**src/rtl/jk_pkg.sv**
```systemverilog
// Shared types and the excitation rule for the JK flip-flop driver.
package jk_pkg;

  // Driver sequencing: accept a request, drive J/K for one edge, then check q.
  typedef enum logic [1:0] {
    ST_IDLE  = 2'd0,
    ST_DRIVE = 2'd1,
    ST_CHECK = 2'd2
  } state_t;

  // Excitation returned as {J, K}. The term the flop does not care about
  // is driven with dc: 0 gives hold/set/reset coding, 1 gives toggle coding.
  function automatic logic [1:0] jk_excite(input logic q0, input logic tgt, input logic dc);
    logic [1:0] v;
    case ({q0, tgt})
      2'b00:   v = {1'b0, dc};
      2'b01:   v = {1'b1, dc};
      2'b10:   v = {dc, 1'b1};
      default: v = {dc, 1'b0};
    endcase
    return v;
  endfunction

endpackage

```
**src/rtl/jk_ff_driver_if.sv**
```systemverilog
// Request channel into the JK flip-flop driver.
// Handshake: a request transfers on a rising edge where tgt_valid and
// tgt_ready are both high; tgt is only meaningful while tgt_valid is high,
// and a request presented while tgt_ready is low is ignored, not queued.
interface jk_ff_driver_if;
  logic tgt;
  logic tgt_valid;
  logic tgt_ready;

  modport master (
    output tgt,
    output tgt_valid,
    input  tgt_ready
  );

  modport slave (
    input  tgt,
    input  tgt_valid,
    output tgt_ready
  );
endinterface

```
**src/rtl/jk_sat_cnt.sv**
```systemverilog
// Event counter that either saturates at all-ones or wraps around.
module jk_sat_cnt #(
  parameter int W = 8
) (
  input  logic         clk,
  input  logic         rst_n,
  input  logic         i_en,
  input  logic         i_sat,
  output logic [W-1:0] o_cnt
);
  logic [W-1:0] r_cnt;

  // Count enabled events; in saturate mode the all-ones value is held.
  always_ff @(posedge clk or negedge rst_n) begin
    if (!rst_n) begin
      r_cnt <= '0;
    end else if (i_en && !(i_sat && (&r_cnt))) begin
      r_cnt <= r_cnt + W'(1);
    end
  end

  assign o_cnt = r_cnt;
endmodule

```
**src/rtl/jk_ff_driver.sv**
```systemverilog
// Closed-loop excitation driver for a single JK flip-flop on the same clock.
// Takes a requested next state, drives J/K for one edge from the fed-back q,
// then checks q/qb one edge later and keeps pass/fail statistics.
module jk_ff_driver
  import jk_pkg::*;
#(
  parameter logic DC_MODE = 1'b0,
  parameter int   CNT_W   = 8
) (
  input  logic             clk,
  input  logic             rst_n,
  jk_ff_driver_if.slave    bus,
  output logic             j,
  output logic             k,
  input  logic             q,
  input  logic             qb,
  output logic             done,
  output logic             err,
  output logic             rail_err,
  output logic [CNT_W-1:0] err_cnt,
  output logic [CNT_W-1:0] xfer_cnt
);
  state_t     r_state;
  logic       r_tgt;
  logic       r_ready;
  logic       r_j;
  logic       r_k;
  logic       r_done;
  logic       r_err;
  logic       r_rail;

  logic       w_chk;
  logic       w_rail_hit;
  logic       w_fail;
  logic [1:0] w_exc;

  // The compare happens on the edge that leaves CHECK; q == qb means the
  // flop's outputs are not complementary and the check fails regardless of q.
  assign w_chk      = (r_state == ST_CHECK);
  assign w_rail_hit = (q == qb);
  assign w_fail     = (q != r_tgt) || w_rail_hit;
  assign w_exc      = jk_excite(q, bus.tgt, DC_MODE);

  // Sequencer with registered J/K, handshake and result pulses.
  always_ff @(posedge clk or negedge rst_n) begin
    if (!rst_n) begin
      r_state <= ST_IDLE;
      r_tgt   <= 1'b0;
      r_ready <= 1'b1;
      r_j     <= 1'b0;
      r_k     <= 1'b0;
      r_done  <= 1'b0;
      r_err   <= 1'b0;
      r_rail  <= 1'b0;
    end else begin
      r_done <= 1'b0;
      r_err  <= 1'b0;
      case (r_state)
        ST_IDLE: begin
          if (bus.tgt_valid) begin
            r_tgt      <= bus.tgt;
            {r_j, r_k} <= w_exc;
            r_ready    <= 1'b0;
            r_state    <= ST_DRIVE;
          end
        end
        ST_DRIVE: begin
          // The flop samples J/K on this edge; release them afterwards.
          r_j     <= 1'b0;
          r_k     <= 1'b0;
          r_state <= ST_CHECK;
        end
        ST_CHECK: begin
          r_done  <= 1'b1;
          r_err   <= w_fail;
          if (w_rail_hit) begin
            r_rail <= 1'b1;
          end
          // Ready rises together with done so the next request can be
          // accepted on the edge that ends the done cycle.
          r_ready <= 1'b1;
          r_state <= ST_IDLE;
        end
        default: begin
          r_state <= ST_IDLE;
          r_ready <= 1'b1;
          r_j     <= 1'b0;
          r_k     <= 1'b0;
        end
      endcase
    end
  end

  // Failed checks saturate so a long fault run never reads as few failures.
  jk_sat_cnt #(.W(CNT_W)) u_err_cnt (
    .clk   (clk),
    .rst_n (rst_n),
    .i_en  (w_chk & w_fail),
    .i_sat (1'b1),
    .o_cnt (err_cnt)
  );

  // Completed checks wrap; this is a transfer sequence count.
  jk_sat_cnt #(.W(CNT_W)) u_xfer_cnt (
    .clk   (clk),
    .rst_n (rst_n),
    .i_en  (w_chk),
    .i_sat (1'b0),
    .o_cnt (xfer_cnt)
  );

  assign bus.tgt_ready = r_ready;
  assign j             = r_j;
  assign k             = r_k;
  assign done          = r_done;
  assign err           = r_err;
  assign rail_err      = r_rail;
endmodule

```
**src/flat_wrapper.sv**
```systemverilog
// flat-port wrapper written by rule: the top's interface ports become plain ports
module jk_ff_driver_flat import jk_pkg::*;
#(
  parameter logic DC_MODE = 1'b0,
  parameter int   CNT_W   = 8
)
  (clk, rst_n, j, k, q, qb, done, err, rail_err, err_cnt, xfer_cnt, bus_tgt, bus_tgt_valid, bus_tgt_ready);
  jk_ff_driver_if bus_i ();
  input  logic clk;
  input  logic rst_n;
  output logic j;
  output logic k;
  input  logic q;
  input  logic qb;
  output logic done;
  output logic err;
  output logic rail_err;
  output logic [CNT_W-1:0] err_cnt;
  output logic [CNT_W-1:0] xfer_cnt;
  input wire logic [$bits(bus_i.tgt)-1:0] bus_tgt;
  input wire logic [$bits(bus_i.tgt_valid)-1:0] bus_tgt_valid;
  output wire logic [$bits(bus_i.tgt_ready)-1:0] bus_tgt_ready;
  assign bus_i.tgt = bus_tgt;
  assign bus_i.tgt_valid = bus_tgt_valid;
  assign bus_tgt_ready = bus_i.tgt_ready;
  jk_ff_driver #(.DC_MODE(DC_MODE), .CNT_W(CNT_W)) u_core (.clk(clk), .rst_n(rst_n), .bus(bus_i), .j(j), .k(k), .q(q), .qb(qb), .done(done), .err(err), .rail_err(rail_err), .err_cnt(err_cnt), .xfer_cnt(xfer_cnt));
endmodule
```
**config.mk**
```make
export PLATFORM = sky130hd
export DESIGN_NAME = jk_ff_driver_flat
export DESIGN_NICKNAME = d
export VERILOG_FILES = /design/src/rtl/jk_pkg.sv /design/src/rtl/jk_ff_driver_if.sv /design/src/rtl/jk_sat_cnt.sv /design/src/rtl/jk_ff_driver.sv /design/src/flat_wrapper.sv
export SDC_FILE = /design/constraint.sdc
export NUM_CORES = 1
export LEC_CHECK = 0
export BUFFER_PORTS_ARGS = -buffer_cell sky130_fd_sc_hd__buf_4
export CORE_MARGIN = 4
export CORE_UTILIZATION = 56
export CTS_CLUSTER_SIZE = 28
export DETAILED_ROUTE_END_ITERATION = 8
export PLACE_DENSITY = 0.83
export REMOVE_ABC_BUFFERS = 1
export SYNTH_ARGS = -nofsm -noshare
export SYNTH_HDL_FRONTEND = slang
export SYNTH_HIERARCHICAL = 1
export SYNTH_SLANG_ARGS = --single-unit
```
**constraint.sdc**
```tcl
create_clock -name clk -period 3 [get_ports clk]
set_input_delay 0.15 -clock clk [delete_from_list [all_inputs] [get_ports clk]]
set_output_delay 0.15 -clock clk [all_outputs]
set_load 0.01 [all_outputs]
```
# Word-level counts from Yosys, hierarchy flattened
# Cells that the tools add are included.
# W data, S select, Z words.
classes:
  addsub: 2
  n_eq_ne: 7
  n_mux: 11
  bitwise_logic: 3
  n_reduce_logical: 9
op_table:
  columns: ["cell", "count"]
  rows:
  - ["$add A8 B1 Y8 const B", 2]
  - ["$pmux W2 S2", 2]
  - ["$reduce_and A2 Y1", 4]
  - ["$reduce_and A8 Y1", 1]
  - ["$pmux W1 S2", 3]
  - ["$mux W1", 5]
  - ["$eq A2 B1 Y1 const B", 2]
  - ["$eq A2 B2 Y1 const B", 2]
  - ["$logic_not A2 Y1", 1]
  - ["$mux W2", 1]
  - ["$ne A2 B2 Y1 const B", 1]
  - ["$not A1 Y1", 2]
  - ["$and A1 B1 Y1", 1]
  - ["$eq A1 B1 Y1", 1]
  - ["$logic_and A1 B1 Y1", 1]
  - ["$logic_not A1 Y1", 1]
  - ["$logic_or A1 B1 Y1", 1]
  - ["$ne A1 B1 Y1", 1]
totals:
  regBits: 25
  in_bits: 6
  output_inout_bits: 22
  word_cells: 42

# Depth between registers and ports, before layout
# Gate-level depths: netlist (run 1).
depth:
  ltp_word: 4
  depth_mapped: 5
  ltp_nobuf: 5

# Cells and area by module
# Netlist (run 1), hierarchy kept.
by_module_without_submodules:
  columns: ["module", "instances", "cells_each", "area_per_inst_um2", "seq_area_each_um2"]
  rows:
  - ["jk_sat_cnt", 2, 34, 410.4, 200.2]
  - ["jk_ff_driver", 1, 30, 374.1, 226.5]

# Worst setup path after synthesis (run 1)
# No wires, ideal clock.
synth_path:
  kind: "reg2reg"
  start: "reg u_core.r_state[0]"
  end: "reg u_core.u_err_cnt.r_cnt[5] (netlist: u_core/u_err_cnt/o_cnt[5])"
  setup_ns: 0.125
  arrival_ns: 1.795
  required_time_ns: 2.875
  slack_ns: 1.079
  path_stages_with_launch: 6
  path_buffers: 0
  period_less_slack_ns: 1.921
  path_cell_list: "dfrtp_1 -> nor2b_1 -> and3_1 -> and3_4 -> nand4_2 -> mux2_4"
synth_via:
  elab_chain_len: 3
synth_rtl:
  columns: ["item", "line", "rtl"]
  rows:
  - ["start, declared", "jk_ff_driver.sv:23", "state_t r_state;"]
  - ["start signal, assigned", "jk_ff_driver.sv:47", "r_state <= ST_IDLE;"]
  - ["start signal, assigned", "jk_ff_driver.sv:64", "r_state <= ST_DRIVE;"]
  - ["start signal, assigned", "jk_ff_driver.sv:71", "r_state <= ST_CHECK;"]
  - ["$eq A2 B2 Y1", "jk_ff_driver.sv:39", "assign w_chk = (r_state == ST_CHECK);"]
  - ["named net u_core.w_chk", "jk_ff_driver.sv:32", "logic w_chk;"]
  - ["$and A1 B1 Y1", "jk_ff_driver.sv:98", ".i_en (w_chk & w_fail),"]
  - ["$logic_and A1 B1 Y1", "jk_sat_cnt.sv:17", "end else if (i_en && !(i_sat && (&r_cnt))) begin"]
  - ["end signal, assigned", "jk_sat_cnt.sv:18", "r_cnt <= r_cnt + W'(1);"]
  - ["end, declared", "jk_sat_cnt.sv:11", "logic [W-1:0] r_cnt;"]
# The timed path passes the listed nets, and every way through them passes these cells.
# A chain may end at the register's enable or synchronous reset.

# Worst setup path after layout (run 1)
# Same ends and word-level chain as after synthesis.

==> reports/results.txt, run 1 <==
The run finished with clean final reports. The number of clock sinks was 25. The floorplan step defined a die boundary enclosing 2940 um2. The kind of launch point of the worst setup path was a flop. The fraction of synthesized cell area in xor and xnor cells works out to 0.0513.

On the final layout, the worst clock skew is 0.00583 ns. Number of antenna violations at the first check in global routing: 0. The later pin in the worst-skew pair is clocked with a latency of 0.31 ns.

The power per cell area was 781 nW/um2. After detailed routing, the average wire length per cell comes to 15.0 um. Ratio of cells with drive above 1 in the final layout: 0.338. The cell family contributing the most delay on the critical path is simple AND/OR/NAND/NOR gates. The overall routing resource usage was 0.190.

The number of placed instances, taps included, is 155. The synthesized flop and latch total came out at 25. The final design utilization was 0.741; the maximum cell stage delay along the critical path was 0.46 ns.

The congestion estimate from routability-driven global placement came to 0.834. Buffers inserted during clock tree synthesis total 3. The via count of the first global-routing pass is 909. The logs give 1 for the number of levels in the clock H-tree and 0 for the post-detailed-route DRC marker count.

The tools report the number of filler instances in the final layout as 142. The simple-gate share of the synthesized area works out to 0.202. STA puts the critical path data required time at 3.21 ns. Subtracting the final worst setup slack from the clock period gives 1.88 ns. Number of gates given a new drive strength after cts: 0. The logs give 1 for the post-cts hold buffer count and 6 for the synthesis warning total. The worst setup path is of the flop to flop kind. The async set-or-reset flop fraction in the synthesized netlist came out at 1.00. Post-synthesis sequential area ratio: 0.525.

The die is 54.2 um wide. The leading cell type by number of instances after synthesis is sky130_fd_sc_hd__dfrtp_1. Portion of synthesized cell area occupied by the leading cell type: 0.503. The total global routing overflow came out at 0. The leading register cell type out of synthesis was sky130_fd_sc_hd__dfrtp_1.

The die is 54.2 um tall. In this run the worst path has a maximum fanout of 10. For this run, the post-layout net count is 142. The synthesized netlist contains 29 unique library cells. Cell taking the most area after synthesis: sky130_fd_sc_hd__dfrtp_1. After clock tree synthesis, the clock-pin slew on the worst setup and hold paths is 0.13 ns. Summing every instance area after synthesis gives 1190 um2. The signal on the critical path passes through nor2b_1 -> buf_4 -> and3_1 -> and3_4 -> nand4_2 -> mux2_4. Wire length after detailed routing: 2390 um. The initial standard-cell utilization of the core was 0.597.

The repair_antennas step left the layout with diodes totalling 0. Entering global routing, the biggest net connects 26 pins. A synthesized cell averages 12.2 um2. Across the run, the number of max-cap violations was 0. Once detailed placement completed, the half-perimeter wirelength came to 1830 um.

The mux cell area share after synthesis is 0.0754, and the highest clock rate is 0.532 GHz. Nature of the critical path endpoint: a flop. The first routing iteration left 19 violations. The area growth from synthesis to layout is 24.1%.

Data on the critical path arrives at its endpoint at 2.09 ns. Once the clock tree was built, the setup fixing pass inserted 0 buffers. Setup repair after global routing left no endpoint under its margin. The synthesized-area fraction occupied by ao, oa, aoi and oai cells works out to 0.113. The type of the tightest min-delay check was primary input to flop. The tools report the post-route antenna net violation count as 0. Pin placement for this block handled 28 I/O pins. Area of the core: 2000 um2. The commonest cells after synthesis are sky130_fd_sc_hd__dfrtp_1, sky130_fd_sc_hd__xnor2_1, sky130_fd_sc_hd__a21oi_1, sky130_fd_sc_hd__nand2_1, sky130_fd_sc_hd__nand4_1. The detailed router placed 901 vias in this run. In this run, synthesis inferred 0 flip-flops with an integrated enable.

The initialized floorplan defines 16 standard-cell rows. The static leakage power is 0.696 nW, and the post-synthesis share of cell area spent on full adders, half adders and majority gates is 0.0209. CTS placed an instance of sky130_fd_sc_hd__clkbuf_4 at the clock tree root. TritonCTS built the clock tree. By area, the combinational part of the netlist is dominated by simple AND/OR/NAND/NOR gates. The aggregate negative setup slack was 0 ns; the final instance count without filler cells was 160. The maximum count of clock buffers along a single path was 2; the final clock period utilization by the worst path was 0.626. The first-pass detailed-route iteration total came out at 4. After technology mapping, the gate count stands at 98.

Setup violations remaining at the end of the flow were counted as 0. The cell type of the slowest stage on the worst timing path is sky130_fd_sc_hd__dfrtp_1. The number of slew-limit violations in the final report is 0, and the count of endpoints failing hold in the final timing report is 0. The peak supply drop is 0.000539 V, and the detail-routed via count per cell is 5.63. Sorting the synthesized cells by area gives the leading types as sky130_fd_sc_hd__dfrtp_1, sky130_fd_sc_hd__xnor2_1, sky130_fd_sc_hd__nand4_2. Input and output buffers added on the ports amount to 27. The run gives 3970 um as the wire length of the first global-routing pass. The buffers plus inverters on the worst setup path works out to 1.
[layer usage]
metal / vias up / GRT usage / wire [um]
met3: 4 / 0.0526 / 137
li1: 433 / - / -
met4: 0 / 0.0705 / 21
met2: 19 / 0.349 / 1240
met5: - / 0 / 0
met1: 445 / 0.203 / 997
[per-stage QoR]
stage | worst slack, ns | cell area [um2] | power [mW] | hold slack, ns
CTS | 1.12 | 1480 | 1.17 | 0.0739
floorplan | 1.08 | 1200 | 0.789 | -0.146
global route | 1.02 | 1480 | 1.24 | 0.0603
finish | 1.12 | 1480 | 1.16 | 0.0834
detailed placement | 1.13 | 1450 | 1.02 | 0.0699
global placement | 1.23 | 1450 | 0.986 | 0.0648
[cell usage in the layout, fill, tap and decap left out, drive strengths merged, types with 2 or more instances in the layout]
master,instances
buf,28
o21ai,4
clkbuf,4
nand4,10
a21o,2
inv,2
dfrtp,24
o211ai,2
a21oi,6
ha,2
a31oi,4
nand2,6
nand3b,3
nor2,3
nand2b,2
xnor2,7
nor2b,2
conb,4
and3,3
and4,2
mux2,7
o2111a,2
[report_power, final]
| part | internal [mW] | switching (mW) |
|---|---|---|
| Combinational | 0.231 | 0.199 |
| Clock | 0.0518 | 0.0943 |
| Sequential | 0.438 | 0.144 |
| Total | 0.721 | 0.437 |
[cells by family after synthesis]
logic type / after synthesis
AOI/OAI and AO/OA: 20
xor gates and xnor gates: 7
adders and majority gates: 2
buffers and inverters: 2
DFF: 25
muxes: 7
other: 2
and+or+nand+nor: 33
[area by class of cell]
type	instances	area, um2	share of cell area
flip-flops and latches	25	627	0.423
multi-input cells	73	568	0.383
repair buffers	29	220	0.149
well taps	27	33.8	0.0228
clock buffers	4	26.3	0.0177
inverters	2	7.51	0.00506
[sequential cells by signal, summed over array words and instances, names as in the netlist]
signal                   flops
u_core/j                     1
u_core/bus.tgt_ready         1
u_core/u_err_cnt/o_cnt       8
u_core/done                  1
u_core/k                     1
u_core/u_xfer_cnt/o_cnt      8
u_core/r_state               2
u_core/r_tgt                 1
u_core/err                   1
u_core/rail_err              1
[path summary, 6_finish.rpt]
check | startpoint | to | slack, ns | cells past startpoint
max | u_core/r_state[0] | u_core/u_err_cnt/o_cnt[5] | 1.12 | 6
max reg2reg | u_core/r_state[0] | u_core/u_err_cnt/o_cnt[5] | 1.12 | 6
max in group asynchronous | rst_n | u_core/bus.tgt_ready | 2.44 | 2
min | bus_tgt | u_core/r_tgt | 0.08 | 2
min reg2reg | u_core/rail_err | u_core/rail_err | 0.47 | 1
min in group asynchronous | rst_n | u_core/done | 0.26 | 2
(Power assumes the default switching activity.)
==> run 2, diff against run 1 <==
--- a/config.mk
+++ b/config.mk
@@ -7,10 +7,10 @@
 export LEC_CHECK = 0
 export BUFFER_PORTS_ARGS = -buffer_cell sky130_fd_sc_hd__buf_4
 export CORE_MARGIN = 4
-export CORE_UTILIZATION = 56
+export CORE_UTILIZATION = 47
 export CTS_CLUSTER_SIZE = 28
 export DETAILED_ROUTE_END_ITERATION = 8
-export PLACE_DENSITY = 0.83
+export PLACE_DENSITY = 0.74
 export REMOVE_ABC_BUFFERS = 1
 export SYNTH_ARGS = -nofsm -noshare
 export SYNTH_HDL_FRONTEND = slang
==> constraint.sdc (replaced) <==
create_clock -name clk -period 1.61 [get_ports clk]
set_input_delay 0.0805 -clock clk [delete_from_list [all_inputs] [get_ports clk]]
set_output_delay 0.0805 -clock clk [all_outputs]
set_load 0.01 [all_outputs]
==> run 2 against run 1 <==
Register-to-register slack worse by 1.1 ns; critical path type unchanged; flip-flop and latch count unchanged; global-route usage down 3.9 points; maximum frequency up 18%; via count down 0.22%.
==> reports/results.txt, run 2 (same netlist as run 1, synthesis figures left out) <==
Layout-stage area growth over the synthesis result: 30.1% (was 24.1%). The wire length per cell after detailed routing was 14.2 um (was 15.0 um). The final net count came out at 148 (was 142). The number of clock sinks is 25 (unchanged). The logs give 1.80 ns (was 2.09 ns) for the arrival time reported for the critical path endpoint and 2450 um2 (was 2000 um2) for the area of the core. The via count came out at 899 (was 901).

The logs give 1 (unchanged) for the number of levels in the clock H-tree and 4 (unchanged) for the first-pass detailed-route iteration total. The logs give 0 (unchanged) for the final count of negative-setup-slack endpoints and 1.83 ns (was 3.21 ns) for the required time of the critical path. For the number of filler instances in the final layout, the log shows 199 (was 142). The overall power of the completed layout was 2.22 mW (was 1.16 mW); the number of primary I/O pins was 28 (unchanged). The final clock period utilization by the worst path was 0.985 (was 0.626); the post-detailed-route DRC marker count was 0 (unchanged). The most common library cell in the layout ignoring fill and taps is sky130_fd_sc_hd__buf_4 (unchanged). The run gives 0.000947 V (was 0.000539 V) as the peak supply drop.

The time the worst path needs with I/O delays and setup works out to 1.59 ns (was 1.88 ns). The maximum count of clock buffers along a single path was 2 (unchanged); the count of endpoints failing hold in the final timing report was 0 (unchanged). The number of post-CTS setup repair buffers is 0 (unchanged). The type of the tightest min-delay check is primary input to flop (unchanged).

The overall routing resource usage was 0.151 (was 0.190); the number of slew-limit violations in the final report was 0 (unchanged). The ratio of cells with drive above 1 in the final layout is 0.396 (was 0.338), and the final weighted congestion in routability-driven placement is 0.809 (was 0.834). For the maximum number of pins on one net before global-route repair, the log shows 26 (unchanged). The tools report the highest clock rate as 0.630 GHz (was 0.532 GHz). Root buffer cell: sky130_fd_sc_hd__clkbuf_4 (unchanged). The tools report the CTS buffer count as 3 (unchanged). Category of the critical setup timing path: flop to flop (unchanged). The count of maximum capacitance violations was 0 (unchanged). Highest-count cells in the layout ignoring fill and taps: sky130_fd_sc_hd__buf_4, sky130_fd_sc_hd__dfrtp_1, sky130_fd_sc_hd__xnor2_1 (unchanged). The tools report the die area as 3410 um2 (was 2940 um2).

The post-route antenna net violation count was 0 (unchanged). The nature of the critical path endpoint was a flop (unchanged). The tools report the placed wire-length estimate after detailed placement as 1810 um (was 1830 um). The flow ran to the end, and the final reports show no timing, DRC or antenna violations. The wire length of the first global-routing pass is 4000 um (was 3970 um). The logs give 0.31 ns (about the same) for the insertion delay of the later-clocked pin in the worst-skew pair and 0.633 (was 0.741) for the final design utilization. The power per cell area is 1430 nW/um2 (was 781 nW/um2), and the largest fanout on the critical path is 3 (was 10). The run gives 0.00450 ns (was 0.00583 ns) as the clock skew.

The initial standard-cell utilization of the core is 0.487 (was 0.597). The logs give 0 (unchanged) for the number of antenna violations at the first check in global routing and 0 (unchanged) for the count of inserted antenna diode cells. The final instance count without filler cells was 169 (was 160); the count of input and output buffers was 27 (unchanged). The wire length after detailed routing was 2400 um (was 2390 um). Setup repair after global routing could not meet its margin everywhere. TritonCTS built the clock tree. The static leakage power was 0.729 nW (was 0.696 nW); the detail-routed via count per cell was 5.32 (was 5.63). The via count of the first global-routing pass came out at 903 (was 909). The count of routing violations after the opening detailed-route iteration is 10 (was 19).

The height of the chip is 58.4 um (was 54.2 um). The clock slew seen by the registers of the worst setup and hold paths was 0.13 ns (about the same). The run gives 18 (was 16) as the number of cell rows.

The total global routing overflow was 0 (unchanged); the horizontal die dimension was 58.4 um (was 54.2 um). For the count of placed standard cells including taps, the log shows 164 (was 155). The kind of launch point of the worst setup path was a flop (unchanged).
## run 2: changes by cell type in the layout (fill, tap and decap cells not counted), sizes merged
cell and delta:
buf +6, clkinv +1, clkbuf -1
## run 2: critical path, cell delays in order (launching register included)
cell	delay, ns
sky130_fd_sc_hd__dfrtp_1	0.40
sky130_fd_sc_hd__or3b_1	0.34
sky130_fd_sc_hd__and3_4	0.18
sky130_fd_sc_hd__and3_4	0.19
sky130_fd_sc_hd__nand4_4	0.09
sky130_fd_sc_hd__mux2_4	0.29
## run 2: routing by layer
layer | track usage | up-vias | wire, um | share of wire
met3 | 0.0504 | 2 | 131 | 0.055
met1 | 0.200 | 428 | 1090 | 0.45
met5 | 0 | - | 0 | 0
met2 | 0.246 | 25 | 1170 | 0.48
met4 | 0.0232 | 0 | 15 | 0.0062
li1 | - | 444 | - | -
## run 2: layout make-up
type | instances | area [um2] | share of cell area
inverters | 2 | 7.51 | 0.00483
clock inverters | 1 | 5.00 | 0.00322
clock buffers | 3 | 22.5 | 0.0145
flip-flops and latches | 25 | 627 | 0.403
well taps | 30 | 37.5 | 0.0242
repair buffers | 35 | 265 | 0.171
multi-input cells | 73 | 589 | 0.379
## run 2: per-stage QoR
step	setup slack, ns	area (um2)	hold slack (ns)	TNS (ns)
after CTS	0.0152	1540	0.00347	0
final	0.0234	1550	0.0148	0
after floorplan	-0.311	1200	-0.215	-0.801
after global placement	0.0436	1500	-0.000670	0
after global routing	-0.0179	1550	0.00185	-0.0386
after detailed placement	0.0202	1500	-0.00196	0
## run 2: power breakdown
group | internal [mW] | leakage (nW) | total, mW | switching [mW]
logic | 0.481 | 0.407 | 0.861 | 0.379
registers | 0.816 | 0.304 | 1.09 | 0.270
clock network | 0.0929 | 0.0177 | 0.270 | 0.177
total | 1.39 | 0.729 | 2.22 | 0.826
## run 2: final timing paths
check | from | endpoint | slack (ns) | cells past startpoint
worst min register to register | u_core/rail_err | u_core/rail_err | 0.48 | 1
min in group asynchronous | rst_n | u_core/u_xfer_cnt/o_cnt[5] | 0.18 | 2
worst max-delay path | u_core/r_tgt | u_core/u_err_cnt/o_cnt[5] | 0.02 | 5
worst max register to register | u_core/r_tgt | u_core/u_err_cnt/o_cnt[5] | 0.02 | 5
max in group asynchronous | rst_n | u_core/bus.tgt_ready | 1.13 | 2
worst min-delay path | bus_tgt | u_core/r_tgt | 0.01 | 2
## run 2: repair_timing
| item | CTS | global route |
|---|---|---|
| gates cloned | 0 | 0 |
| hold buffers | 1 | 0 |
| hold endpoints to repair | 25 | 0 |
| pin swaps | 0 | 0 |
| setup endpoints to repair | 2 | 3 |
| resized for setup | 1 | 3 |
==> run 3, diff against run 2 <==
--- a/config.mk
+++ b/config.mk
@@ -5,12 +5,12 @@
 export SDC_FILE = /design/constraint.sdc
 export NUM_CORES = 1
 export LEC_CHECK = 0
-export BUFFER_PORTS_ARGS = -buffer_cell sky130_fd_sc_hd__buf_4
 export CORE_MARGIN = 4
-export CORE_UTILIZATION = 47
+export CORE_UTILIZATION = 54
 export CTS_CLUSTER_SIZE = 28
 export DETAILED_ROUTE_END_ITERATION = 8
-export PLACE_DENSITY = 0.74
+export DONT_BUFFER_PORTS = 1
+export PLACE_DENSITY = 0.72
 export REMOVE_ABC_BUFFERS = 1
 export SYNTH_ARGS = -nofsm -noshare
 export SYNTH_HDL_FRONTEND = slang
==> run 3 against run 2 <==
Design area shrank 6.8%; largest power group unchanged; first-iteration DRC count shrank 60%; power shrank 6.9%; final cell count shrank 12%; via count shrank 4.3%; clock skew grew 0.0027 ns; non-clock buffer count shrank 17; critical endpoint unchanged; register-to-register slack is essentially flat; hold slack gained 0.071 ns.
==> reports/results.txt, run 3 (same netlist as run 1, synthesis figures left out) <==
The post-detailed-route DRC marker count is 0 (unchanged), and the placement-stage worst setup slack is 0.0153 ns (was 0.0202 ns). The number of levels in the clock H-tree came out at 1 (unchanged). The number of slew-limit violations in the final report came out at 0 (unchanged). The wire length per cell after detailed routing came out at 16.2 um (was 14.2 um). The nature of the critical path endpoint was a flop (unchanged). The first-pass detailed-route iteration total is 4 (unchanged).

The final clock period utilization by the worst path was 0.981 (was 0.985); the post-route antenna net violation count was 0 (unchanged). The largest fanout on the critical path is 3 (unchanged). The tools report the root buffer cell as sky130_fd_sc_hd__clkbuf_4 (unchanged). Slew at the pin with the worst max-slew slack: 1.07 ns. The power per cell area came out at 1430 nW/um2 (about the same).

For the maximum number of pins on one net before global-route repair, the log shows 26 (unchanged). Headroom to the max-slew limit: 0.286. The maximum count of clock buffers along a single path was 2 (unchanged); the highest clock rate was 0.633 GHz (was 0.630 GHz).

The arrival time reported for the critical path endpoint is 1.78 ns (was 1.80 ns), and the horizontal die dimension is 55.0 um (was 58.4 um). The initial standard-cell utilization of the core is 0.591 (was 0.487). TritonCTS built the clock tree.

The tools report the insertion delay of the later-clocked pin in the worst-skew pair as 0.31 ns (about the same). The run gives 627 um2 (unchanged) as the area used by sequential logic in the layout. Ratio of cells with drive above 1 in the final layout: 0.287 (was 0.396). The number of filler instances in the final layout came out at 161 (was 199). For the CTS buffer count, the log shows 3 (unchanged). The startpoint of the lowest-slack register-to-register path is u_core/r_tgt (unchanged).

The number of post-CTS setup repair buffers is 0 (unchanged), and the final weighted congestion in routability-driven placement is 0.825 (was 0.809). The count of input and output buffers works out to 0 (was 27). The via count was 860 (was 899); the final count of negative-setup-slack endpoints was 0 (unchanged). Setup repair after global routing could not meet its margin everywhere. The flow ran to the end, and the final reports show no timing, DRC or antenna violations. The tools report the hold path startpoint as bus_tgt_valid (was bus_tgt). The tools report the kind of launch point of the worst setup path as a flop (unchanged). The logs give 131 (was 148) for the final net count and 0.0300 ns (was 0.0234 ns) for the setup slack of the critical path after layout.

Overall routing resource usage: 0.184 (was 0.151). The tools report the total global routing overflow as 0 (unchanged). For the number of cell rows, the log shows 16 (was 18).

The time the worst path needs with I/O delays and setup is 1.58 ns (was 1.59 ns), and the clock slew seen by the registers of the worst setup and hold paths is 0.13 ns (about the same). The peak supply drop is 0.000987 V (was 0.000947 V), and the area of combinational cells with multiple inputs is 596 um2 (was 589 um2). The height of the chip is 55.0 um (was 58.4 um). The wire length after detailed routing is 2420 um (was 2400 um), and the area of the core is 2020 um2 (was 2450 um2). Static leakage power: 0.652 nW (was 0.729 nW).

Die area: 3030 um2 (was 3410 um2). The most common library cell in the layout ignoring fill and taps is sky130_fd_sc_hd__dfrtp_1 (was sky130_fd_sc_hd__buf_4). The number of antenna violations at the first check in global routing was 0 (unchanged); the aggregate negative setup slack was 0 ns (unchanged).

The logs give 1330 um2 (was 1500 um2) for the area after detailed placement and 914 (was 903) for the via count of the first global-routing pass. The placed wire-length estimate after detailed placement was 1730 um (was 1810 um); the number of primary I/O pins was 28 (unchanged). Highest-count cells in the layout ignoring fill and taps: sky130_fd_sc_hd__dfrtp_1, sky130_fd_sc_hd__buf_4, sky130_fd_sc_hd__xnor2_1, sky130_fd_sc_hd__nand2_1, sky130_fd_sc_hd__nand4_1 (was sky130_fd_sc_hd__buf_4, sky130_fd_sc_hd__dfrtp_1, sky130_fd_sc_hd__xnor2_1). The type of the tightest min-delay check was primary input to flop (unchanged). Count of routing violations after the opening detailed-route iteration: 4 (was 10).

The count of endpoints failing hold in the final timing report came out at 0 (unchanged). The number of clock sinks is 25 (unchanged), and the layout-stage area growth over the synthesis result is 21.2% (was 30.1%). The category of the critical setup timing path was flop to flop (unchanged).

The final instance count without filler cells was 149 (was 169). The run gives 4050 um (was 4000 um) as the wire length of the first global-routing pass. The finished layout cell area is 1450 um2 (was 1550 um2), and the detail-routed via count per cell is 5.77 (was 5.32). For the required time of the critical path, the log shows 1.81 ns (was 1.83 ns).

The run gives 0.03 ns (was 0.02 ns) as the minimum setup slack among reg-to-reg paths. The tools report the startpoint of the worst setup timing path as u_core/r_tgt (unchanged). The count of maximum capacitance violations was 0 (unchanged). The tools report the clock skew as 0.00720 ns (was 0.00450 ns). The logs give 0 (unchanged) for the count of inserted antenna diode cells and 139 (was 164) for the count of placed standard cells including taps.
-- run 3: timing repair --
item / CTS / global route
hold endpoints to repair: 31 / 0
pin swaps: 0 / 4
setup endpoints to repair: 2 / 4
hold buffers: 6 / 0
gates resized for setup: 2 / 6
-- run 3: power breakdown --
part | switching, mW | internal (mW)
Combinational | 0.356 | 0.356
Clock | 0.175 | 0.0926
Sequential | 0.267 | 0.816
Total | 0.799 | 1.26
-- run 3: routing by layer --
layer / GRT usage / part of all wire / up-vias
met5: 0 / 0 / -
met1: 0.221 / 0.41 / 425
met3: 0.0456 / 0.070 / 2
met2: 0.327 / 0.52 / 23
met4: 0.0486 / 0.0041 / 0
li1: - / - / 410
-- run 3: through the flow --
| step | power, mW | hold WS, ns | utilization |
|---|---|---|---|
| after floorplan | 1.47 | -0.215 | - |
| after global placement | 1.70 | -0.215 | 0.656 |
| after detailed placement | 1.74 | -0.215 | 0.656 |
| after CTS | 2.04 | 0.0539 | 0.704 |
| after global routing | 2.22 | 0.0927 | 0.716 |
| final | 2.06 | 0.0859 | 0.716 |
-- run 3: area by class of cell --
cell class                 instances  share of cell area
clock buffer                       3              0.0156
clock inverter                     1             0.00346
inverter                           2             0.00519
multi-input combinational         73               0.411
sequential                        25               0.433
tap                               27              0.0233
timing repair buffer              18               0.108
-- run 3: final timing paths --
path,endpoint,cells after the start
min in group asynchronous,u_core/u_xfer_cnt/o_cnt[5],1
hold / removal,u_core/j,3
setup / recovery,u_core/u_err_cnt/o_cnt[5],5
max in group asynchronous,u_core/u_err_cnt/o_cnt[1],1
hold reg to reg,u_core/rail_err,1
setup reg to reg,u_core/u_err_cnt/o_cnt[5],5
-- run 3: critical path, stage by stage (launching register included) --
cell and delay (ns):
sky130_fd_sc_hd__dfrtp_1 0.40, sky130_fd_sc_hd__or3b_1 0.37, sky130_fd_sc_hd__and3_4 0.18, sky130_fd_sc_hd__and3_4 0.16
sky130_fd_sc_hd__nand4_4 0.06, sky130_fd_sc_hd__mux2_4 0.30
